$ cat config.mk
export PLATFORM = sky130hd
export DESIGN_NAME = shift_sequencer
export DESIGN_NICKNAME = d
export VERILOG_FILES = /design/src/rtl/shift_sequencer.sv
export SDC_FILE = /design/constraint.sdc
export NUM_CORES = 1
export LEC_CHECK = 0
export CAP_MARGIN = 20
export CORE_MARGIN = 10
export CORE_UTILIZATION = 35
export CTS_CLUSTER_SIZE = 8
export DETAILED_ROUTE_END_ITERATION = 8
export PLACE_DENSITY = 0.69
export SYNTH_ARGS = -nofsm -noshare
export SYNTH_HDL_FRONTEND = slang
export SYNTH_SLANG_ARGS = --single-unit
$ cat constraint.sdc
create_clock -name CLK -period 1.3 [get_ports CLK]
set_input_delay 0.26 -clock CLK [delete_from_list [all_inputs] [get_ports CLK]]
set_output_delay 0.26 -clock CLK [all_outputs]
set_load 0.005 [all_outputs]
$ cat src/rtl/shift_sequencer.sv
// shift_sequencer: multi-cycle shift/rotate of a 16-bit word built around a
// single one-bit shifter stage. The accumulator is fed back through the
// shifter once per cycle for AMT cycles, with a START/BUSY/DONE handshake.
// Also contains the one-bit shifter stage it instantiates.

module shifter (
  input  logic [15:0] D,
  input  logic [1:0]  SEL,
  input  logic        Il,
  input  logic        Ir,
  output logic [15:0] Q
);

  // One-bit move: 00 shl (Il enters LSB), 01 shr (Ir enters MSB), 10 rol, 11 ror
  always_comb begin
    Q = D;
    case (SEL)
      2'b00:   Q = {D[14:0], Il};
      2'b01:   Q = {Ir, D[15:1]};
      2'b10:   Q = {D[14:0], D[15]};
      default: Q = {D[0], D[15:1]};
    endcase
  end

endmodule

module shift_sequencer #(
  parameter int AMT_W = 4
) (
  input  logic             CLK,
  input  logic             RST,
  input  logic             START,
  input  logic [15:0]      DIN,
  input  logic [AMT_W-1:0] AMT,
  input  logic [1:0]       MODE,
  input  logic             FILL,
  output logic [15:0]      DOUT,
  output logic             BUSY,
  output logic             DONE
);

  typedef enum logic [1:0] {
    IDLE   = 2'd0,
    SHIFT  = 2'd1,
    FINISH = 2'd2
  } state_t;

  localparam logic [AMT_W-1:0] CNT_ONE  = AMT_W'(1);
  localparam logic [AMT_W-1:0] CNT_ZERO = '0;

  state_t           state;
  state_t           state_nxt;
  logic [15:0]      acc;
  logic [15:0]      acc_shf;
  logic [AMT_W-1:0] cnt;
  logic [1:0]       mode_r;
  logic             fill_r;

  // Fill bit drives both ends; the shifter only looks at the one its mode uses
  shifter u_shifter (
    .D   (acc),
    .SEL (mode_r),
    .Il  (fill_r),
    .Ir  (fill_r),
    .Q   (acc_shf)
  );

  // Next-state decode; a zero amount skips SHIFT and goes straight to FINISH
  always_comb begin
    state_nxt = state;
    case (state)
      IDLE: begin
        if (START) begin
          state_nxt = (AMT == CNT_ZERO) ? FINISH : SHIFT;
        end
      end
      SHIFT: begin
        if (cnt == CNT_ONE) begin
          state_nxt = FINISH;
        end
      end
      FINISH:  state_nxt = IDLE;
      default: state_nxt = IDLE;
    endcase
  end

  // State, accumulator and operand latches; operands only load on an accepted START
  always_ff @(posedge CLK) begin
    if (RST) begin
      state  <= IDLE;
      acc    <= '0;
      cnt    <= '0;
      mode_r <= 2'b00;
      fill_r <= 1'b0;
    end else begin
      state <= state_nxt;
      case (state)
        IDLE: begin
          if (START) begin
            acc    <= DIN;
            cnt    <= AMT;
            mode_r <= MODE;
            fill_r <= FILL;
          end
        end
        SHIFT: begin
          acc <= acc_shf;
          cnt <= cnt - CNT_ONE;
        end
        default: ;
      endcase
    end
  end

  // Outputs come only from registers, so no input reaches an output combinationally
  always_comb begin
    DOUT = acc;
    BUSY = (state == SHIFT) || (state == FINISH);
    DONE = (state == FINISH);
  end

endmodule
==> impl_metrics.tcl <==
set metrics [dict create \
    cts.sinks 25 \
    relSlewSlack 0.7511 \
    first_pass_iters 4 \
    ys_types 34 \
    grt_antenna_before_repair 0 \
    hold_viol 0 \
    crit_fanout 8 \
    required_ns 1.46 \
    grt_overflow 0 \
    yosys_warnings 0 \
    report.final.slew_viol_count 0 \
    maxCapViolations 0 \
    vias_per_cell 5.037 \
    layout_commonest_cell "buf_4" \
    hold_class "reg -> reg" \
    synth_flop_cell "dfxtp_1" \
    final_cell_mix "buf_4 (33), clkdlybuf4s50_1 (25), nand2_1 (16), dlygate4sd2_1 (16), mux2i_1 (15)" \
    syn_area_sq_um 1498 \
    die_h_um 85.42 \
    setup_viol 23 \
    grtUsageTotal 0.1111 \
    tightest_slew_ns 0.3685 \
    grt_max_degree 31 \
    synth_edf_count 0 \
    timing.setup.tns_ns -2.378 \
    p_leak_nw 1.036 \
    placed_area_sq_um 2200 \
    vias 1511 \
    grt_pass1_wl_mm 6.858 \
    route.met2.wl_mm 2.286 \
    nets 282 \
    design_area_sq_um 2482 \
    max_stage_delay_ns 0.36 \
    status "finished with violations" \
    cts_buffers 3 \
    fmax_mhz 691.9 \
    io_pins 44 \
    synth_fp_nets 205 \
    violations "negative setup slack" \
    worstPathArrival_ns 1.60 \
    crit_path_start_kind "register" \
    async_flop_share 0 \
    wl_mm 4.486 \
    cts_tree "yes" \
    dr.max_layer_used "met4" \
    synth-seq-area-share 0.3342 \
    ys_seq_elements 25 \
    antenna_cells 0 \
    wl_met3_um 245 \
    hpwl_mm 3.075 \
    clk_latency_ns 0.27 \
    period_needed_ns 1.445 \
    grt_pass1_vias 1464 \
    port_buffers 43 \
    route.layer.met1.wl_mm 1.892 \
    fin_skew_ns 0.01296 \
    drt-wirelength-per-cell_um 14.95 \
    cts.path.max_buffers 2 \
    cp_cell_sequence "inv_4 > ha_4 > buf_4 > mux2_4 > o221a_4" \
    critPathKind "reg -> reg" \
    syn-instance-count 174 \
    route.detailed.drc 0 \
    critical_path_buf_inv_count 2 \
    holdBufCountCts 0 \
    core_sq_um 4058 \
    die-area_sq_um 7296 \
    endpoint_kind "register" \
    synthToLayoutAreaGrowth_pct 65.75 \
    cp_top_family "flip-flops" \
    clockRootBuffer "clkbuf_8" \
    synth.avg_cell_area_sq_um 8.607 \
    antenna_left 0 \
    dieWidth_um 85.42 \
    ctsHtreeMaxLevel 1 \
    vdd_drop_max_mv 0.6761 \
    fp-row-count 23 \
    gp_congestion 0.7509 \
    hold_slack_ns 0.4772 \
    layout-drive-gt1-share 0.3760 \
    slowest_stage "dfxtp_2" \
    powerDensity_nw_per_um2 1226 \
    first_iter_violations 79 \
    period_share 1.112 \
    start_util 0.3691 \
    rsz0062_at_grt "yes" \
    path_clk_slew_ns 0.08 \
    setup_ws_ns -0.1453 \
]
-- metal layers --
layer | GRT usage | up-vias
li1 | - | 775
met1 | 0.1281 | 705
met2 | 0.1921 | 27
met3 | 0.03059 | 4
met4 | 0.03593 | 0
met5 | 0 | -
-- where the power goes --
group	switching (W)	internal, W	total [W]
Sequential	0.0000813	0.000904	0.000986
Combinational	0.000699	0.000885	0.00158
Clock	0.000259	0.000215	0.000473
-- what timing repair did --
action	CTS	global route
setup buffers	7	3
resized for setup	49	16
gates cloned	0	2
endpoints found under the hold margin	0	0
pin swaps	0	12
endpoints found under the setup margin	40	27
-- final timing paths --
path | endpoint | slack [ns] | cells after the start | from
max | DOUT[15] | -0.15 | 5 | state[1]
min | fill_r | 0.48 | 2 | fill_r
max reg2reg | DOUT[15] | -0.15 | 5 | state[1]
min reg2reg | fill_r | 0.48 | 2 | fill_r
-- cell type report --
type	instances	area, sq um
fillers	350	1575
multi-input cells	127	996.0
repair buffers	86	829.5
flip-flops and latches	25	515.5
well taps	50	62.56
clock buffers	3	41.29
inverters	8	32.53
clock inverters	1	5.005
-- metrics by stage --
stage                     std cells    util  total power (W)  setup slack [ns]
after floorplan                 174       -         0.001750          -0.06430
after global placement          284  0.5421         0.002307           -0.2228
after detailed placement        284  0.5421         0.002326           -0.2599
after CTS                       295  0.5788         0.002872           -0.1219
after global routing            300  0.6118         0.003242           -0.1790
final                           300  0.6118         0.003043           -0.1453
-- synth_stat cells, types with 4 or more instances --
library cell   n  area (sq um)
a211o_1       14         122.6
a21oi_1       23         115.1
buf_4          4         30.03
buf_6          4         45.04
dfxtp_1       25         500.5
ha_1           5         62.56
inv_1          8         30.03
mux2i_1       15         150.1
nand2_1       21         78.83
nor2_1        14         52.55
nor2b_1        4         25.02
o21ai_0        6         30.03
-- registers in the layout, summed over array words and instances (netlist names) --
name    count
DOUT       16
cnt         4
fill_r      1
mode_r      2
state       2
-- logic make-up (layout without fill, tap and decap cells) --
group | Yosys count | in the layout | synth area share
mux | 18 | 18 | 0.1303
fa+ha+maj | 5 | 5 | 0.04177
compound gates | 55 | 55 | 0.2565
simple gates | 49 | 49 | 0.1495
flops | 25 | 25 | 0.3342
buf+inv | 22 | 98 | 0.08772
-- worst min-delay path: stages, from the launching register on --
cell     delay, ns
dfxtp_1       0.33
nand2_1       0.06
a21oi_1       0.05
(Power assumes the default switching activity.)
